**config.mk**
```make
export PLATFORM = sky130hd
export DESIGN_NAME = debounced_edge_detector
export DESIGN_NICKNAME = d
export VERILOG_FILES = /design/src/rtl/debounced_edge_detector.sv
export SDC_FILE = /design/constraint.sdc
export NUM_CORES = 1
export LEC_CHECK = 0
export CORE_MARGIN = 2
export CORE_UTILIZATION = 50
export CTS_CLUSTER_DIAMETER = 100
export DETAILED_ROUTE_END_ITERATION = 8
export PLACE_DENSITY_LB_ADDON = 0.3
export SLEW_MARGIN = 30
export SYNTH_ARGS = -nofsm -noshare
export SYNTH_HDL_FRONTEND = slang
export SYNTH_SLANG_ARGS = --single-unit
```
**constraint.sdc**
```tcl
create_clock -name clk -period 2.2 [get_ports clk]
set_clock_uncertainty 0.1 [all_clocks]
set_input_delay 0.22 -clock clk [delete_from_list [all_inputs] [get_ports clk]]
set_output_delay 0.22 -clock clk [all_outputs]
set_load 0.03 [all_outputs]
```
**src/rtl/debounced_edge_detector.sv**
```systemverilog
// debounced_edge_detector
// Multi-channel push-button/switch conditioner. Each channel is synchronised,
// debounced (a new level is accepted only after DB_CYCLES consecutive stable
// cycles), and then produces registered one-cycle rise/fall pulses.
// Optional feature macro: EDGE_STICKY_EN adds per-channel sticky edge flags
// (p_sticky/n_sticky) cleared by sticky_clr; set wins over a simultaneous clear.
module debounced_edge_detector #(
  parameter int CH          = 8,
  parameter int SYNC_STAGES = 2,
  parameter int DB_CYCLES   = 16
) (
  input  logic          clk,
  input  logic          reset_n,
  input  logic [CH-1:0] level_in,
`ifdef EDGE_STICKY_EN
  input  logic [CH-1:0] sticky_clr,
  output logic [CH-1:0] p_sticky,
  output logic [CH-1:0] n_sticky,
`endif
  output logic [CH-1:0] level_o,
  output logic [CH-1:0] p_edge,
  output logic [CH-1:0] n_edge,
  output logic [CH-1:0] edge_o,
  output logic          any_edge
);

  localparam int             CW       = $clog2(DB_CYCLES + 1);
  localparam logic [CW-1:0]  CNT_LAST = CW'(DB_CYCLES - 1);

  logic [CH-1:0] sync_q [SYNC_STAGES];
  logic [CH-1:0] s;
  logic [CW-1:0] cnt_q  [CH];
  logic [CW-1:0] cnt_d  [CH];
  logic [CH-1:0] level_q, level_d;
  logic [CH-1:0] level_dly_q;
  logic [CH-1:0] p_edge_q, n_edge_q;

  assign s = sync_q[SYNC_STAGES-1];

  // Synchroniser chain: stage 0 samples the raw pins, last stage feeds the debouncer.
  always_ff @(posedge clk or negedge reset_n) begin
    if (!reset_n) begin
      for (int k = 0; k < SYNC_STAGES; k++) sync_q[k] <= '0;
    end else begin
      sync_q[0] <= level_in;
      for (int k = 1; k < SYNC_STAGES; k++) sync_q[k] <= sync_q[k-1];
    end
  end

  // Debounce next-state: count while the synchronised input disagrees with the
  // accepted level; accept on the DB_CYCLES-th consecutive disagreeing cycle.
  always_comb begin
    cnt_d   = cnt_q;
    level_d = level_q;
    for (int i = 0; i < CH; i++) begin
      if (s[i] != level_q[i]) begin
        if (cnt_q[i] == CNT_LAST) begin
          level_d[i] = s[i];
          cnt_d[i]   = '0;
        end else begin
          cnt_d[i]   = cnt_q[i] + CW'(1);
        end
      end else begin
        cnt_d[i] = '0;
      end
    end
  end

  // Debounce state registers; a reset mid-count discards the partial count.
  always_ff @(posedge clk or negedge reset_n) begin
    if (!reset_n) begin
      for (int i = 0; i < CH; i++) cnt_q[i] <= '0;
      level_q <= '0;
    end else begin
      cnt_q   <= cnt_d;
      level_q <= level_d;
    end
  end

  // Edge pulses registered from the accepted level and its one-cycle delay.
  always_ff @(posedge clk or negedge reset_n) begin
    if (!reset_n) begin
      level_dly_q <= '0;
      p_edge_q    <= '0;
      n_edge_q    <= '0;
    end else begin
      level_dly_q <= level_q;
      p_edge_q    <= level_q & ~level_dly_q;
      n_edge_q    <= ~level_q & level_dly_q;
    end
  end

  assign level_o  = level_q;
  assign p_edge   = p_edge_q;
  assign n_edge   = n_edge_q;
  assign edge_o   = p_edge_q | n_edge_q;
  assign any_edge = |edge_o;

`ifdef EDGE_STICKY_EN
  logic [CH-1:0] p_sticky_q, p_sticky_d;
  logic [CH-1:0] n_sticky_q, n_sticky_d;

  // Sticky flags: a pulse sets the bit even if a clear arrives in the same cycle.
  always_comb begin
    p_sticky_d = p_edge_q | (p_sticky_q & ~sticky_clr);
    n_sticky_d = n_edge_q | (n_sticky_q & ~sticky_clr);
  end

  // Sticky flag registers.
  always_ff @(posedge clk or negedge reset_n) begin
    if (!reset_n) begin
      p_sticky_q <= '0;
      n_sticky_q <= '0;
    end else begin
      p_sticky_q <= p_sticky_d;
      n_sticky_q <= n_sticky_d;
    end
  end

  assign p_sticky = p_sticky_q;
  assign n_sticky = n_sticky_q;
`endif

endmodule
```
### Yosys cells after proc, flatten, opt, wreduce, memory -nomap -nowiden

Cells that the tools add are included.
W data, S select, Z words.

* input bits: 10
* register bits after elaboration: 88
* output and inout bits: 33

* eq/ne operators: 16
* reductions and logical operators: 9
* $add $sub $neg: 8
* multiplexer cells: 16
* bitwise logic cells: 5

Operators with widths (count)
* $mux W5: 16
* $add A5 B1 Y5 const B: 8
* $eq A5 B4 Y1 const B: 8
* $and A8 B8 Y8: 2
* $not A8 Y8: 2
* $reduce_and A2 Y1: 8
* $ne A1 B1 Y1: 8
* $or A8 B8 Y8: 1
* $reduce_or A8 Y1: 1

### Depth between registers and ports, before layout

* word-level depth: 3
* depth in mapped cells: 4
* mapped depth without buffers: 4

### Worst setup path after synthesis

Ideal clock, no wire load.

* path kind: reg2out
* from: register n_edge_q[2] (netlist: n_edge[2])
* to: output port any_edge
* slack: -152 ps
* arrival: 2032 ps
* path buffers: 0
* cell stages (with the launch flop): 4
* required time: 1880 ps
* cell sequence: dfrtp_1 or2_1 or4_1 or4_1

* longest elaborated chain between the ends: 2

RTL lines
* start, declared: line 36 `logic [CH-1:0] p_edge_q, n_edge_q;`
* start signal, assigned: line 89 `n_edge_q <= ~level_q & level_dly_q;`
* $or A8 B8 Y8: line 96 `assign edge_o = p_edge_q | n_edge_q;`
* net edge_o[2]: line 23 `output logic [CH-1:0] edge_o,`
* $reduce_or A8 Y1: line 97 `assign any_edge = |edge_o;`
* end, declared: line 24 `output logic any_edge`

The timed path passes the listed nets, and every way through them passes these cells.

### Worst setup path after layout

* from: register n_edge_q[1] (netlist: n_edge[1])
* to: output port any_edge

* longest elaborated chain between the ends: 2

RTL lines (line)
* $or A8 B8 Y8: 96
* $reduce_or A8 Y1: 97

Every way passes these cells.

==> metrics.cfg <==
[cts]
cts_sinks=88
clockBufferDepth=2
ctsRootBufferMaster=clkbuf_8
worstSkewPairLatency_ns=0.34
cts_buffers=9
htreeDepth=3
clk_pin_slew_ns=0.08
cts_tree=done
postCtsSetupRepairBufs=0

[yosys]
ys_seq_elements=88
syn_area_um2=3140
synthFlopType=dfrtp_1
synth_cell_types=14
synthTopCellsByArea=dfrtp_1 (70%), xor2_1 (6.7%), nor2_1 (3.6%)
yosysMostFrequentCell=dfrtp_1
synth_top_area_cell=dfrtp_1
seq_area_frac_synth_pct=70.1
synth_nets=251
synth-edff-count=0
synthTopCellsByCount=dfrtp_1 (88), nor2_1 (30), xor2_1 (24)
async_flop_share_pct=100
synth_cells=233
ys_warn_count=0
synth.avg_cell_area_um2=13.5
yosysTopAreaCellShare_pct=70.1

[floorplan]
start_util_pct=52.4
io_pins=43
coreArea_um2=5990
fp.dieH_um=83.3
dieArea_um2=6930
num_rows=28
dieWidth_um=83.3

[critical_path]
timing.critical_path.buf_inv=1
cp.arrival_ns=2.08
crit_family=simple AND/OR/NAND/NOR gates
critPathMaxStageDelay_ns=0.54
end_kind=primary output
cp_common_cell=or4_4
crit_required_ns=1.88
path_cells=or2_4, or4_4, or4_4, buf_6
critPathSlowestCell=or4_4
startpoint_type=flop
path_class=reg -> out
cp_max_fo=2

[placed_design]
place_area_um2=3760
dpl.hpwl_um=3300
numPortBuffers=42
gp_congestion=0.762

[route]
drt_pass1_iterations=4
drtAntennaViolNets=0
vias=1783
drt_iter0_markers=78
wl_per_cell_um=12.6
wirelength_um=4740
via_per_inst=4.74
drc_errors=0

[pwr]
switching_power_mw=0.611
p_comb_share_pct=4.5
swShare_pct=21.0
power_density_nw_per_um2=732
clockPowerShare_pct=37.1
total_leakage_power_nw=2.07
pwr-share-seq_pct=58.5
ir_drop_mv=0.466
internal-power_mw=2.30

[global_routing]
antenna_found_initial=0
grt-ovfl-total=0
grt_pass1_wl_um=8070
grt_pass1_vias=1775
grt.total_usage_pct=15.1
grt_max_degree=47

[status]
status=finished with violations
violations=setup timing

[final_layout]
area_growth_pct=26.4
diodes=0
finalNetCount=316
drive_gt1_share_pct=15.3
fin_area_um2=3970
utilization_pct=66.3

[timing]
finalWorstPathRequiredPeriod_ns=2.40
period_share_pct=109
layout_setup_ws_ns=-0.199
fmax_ghz=0.417
fin_tns_setup_ns=-0.199
whs_ns=0.213
finalSetupViolCount=1
slew_violations=0
tightest_slew_ns=0.525
rsz0062_at_grt=true
hold_viol_final=0
maxSlewHeadroom_pct=65.0

[run]
drv_cap=0

[worst_hold_path]
min_path_type=in -> reg

-- routing by layer --
metal | global-route usage, % | vias to the layer above | part of all wire, %
met1 | 19.1 | 858 | 44
met3 | 4.47 | 9 | 3.6
met5 | 0 | - | 0
met4 | 6.71 | 0 | 1.8
met2 | 24.3 | 30 | 51
li1 | - | 886 | -
-- flip-flops by register name (all words and copies together), names as in the netlist --
name,count
cnt_q,40
sync_q,8
p_edge,8
n_edge,8
s,8
level_o,8
level_dly_q,8
-- worst paths after layout --
kind                                       from                      to  slack [ns]  depth (start not counted)
min reg2reg                sync_q[13]$_DFF_PN0_          s[5]$_DFF_PN0_        0.25                          0
max in group asynchronous               reset_n     p_edge[5]$_DFF_PN0_        1.09                          3
min                                 level_in[2]    sync_q[10]$_DFF_PN0_        0.21                          1
min in group asynchronous               reset_n    sync_q[10]$_DFF_PN0_        0.30                          2
max reg2reg                 cnt_q[35]$_DFF_PN0_  level_o[0]$_DFFE_PN0P_        0.81                          4
max                         n_edge[1]$_DFF_PN0_                any_edge       -0.20                          4
-- cell usage in the layout, fill, tap and decap left out --
master,count
dfrtp_1,88
clkdlybuf4s50_1,40
nor2_1,30
xor2_1,24
nand3_1,16
nor2b_1,16
clkbuf_8,11
buf_4,11
and2_1,10
o21ai_0,8
and3_1,8
mux2_2,8
ha_1,8
inv_1,6
or2_2,5
or2_4,4
or4_4,2
bufinv_16,1
clkinvlp_4,1
clkinv_2,1
dlygate4sd3_1,1
buf_6,1
buf_12,1
-- power by group through the flow --
| stage | combinational (mW) | sequential (mW) | clock, mW |
|---|---|---|---|
| after floorplan | 0.0648 | 1.73 | 0 |
| after global placement | 0.127 | 1.73 | 0 |
| after detailed placement | 0.132 | 1.73 | 0 |
| after CTS | 0.134 | 1.70 | 1.10 |
| after global routing | 0.153 | 1.71 | 1.18 |
| final | 0.130 | 1.70 | 1.08 |
-- cells by family after synthesis --
logic type / count (synthesis) / share of synthesized area [%]
flip-flops: 88 / 70.1
multiplexers: 8 / 2.87
buffers and inverters: 6 / 0.717
adder cells (fa/ha/maj): 8 / 3.19
AO/OA/AOI/OAI: 8 / 1.27
AND/OR/NAND/NOR: 91 / 15.2
XOR/XNOR: 24 / 6.69
-- worst register-to-register path: stages, from the launching register on --
cell and delay [ns]:
dfrtp_1 0.38, ha_1 0.20, nand3_1 0.13, nor2_1 0.13, mux2_2 0.35
-- through the flow --
stage               setup WS [ns]  power (mW)  instances
finish                     -0.199        2.91        376
global route               -0.260        3.04        376
CTS                        -0.219        2.94        376
detailed placement         -0.404        1.86        361
global placement           -0.355        1.86        361
floorplan                 0.00303        1.79        233
-- area by class of cell --
type                       count  area [um^2]
clock buffer                  11          151
clock inverter                 3         42.5
fill                         448         2020
inverter                       6         22.5
multi-input combinational    139          935
sequential                    88         2200
tap                           75         93.8
timing repair buffer          54          524
-- what timing repair did --
item | in CTS | in global routing
endpoints found under the hold margin | 42 | 0
hold buffers | 1 | 0
resized for setup | 9 | 0
endpoints found under the setup margin | 1 | 1
pin swaps | 3 | 1
Note: power is estimated with default switching activity, not from simulation.
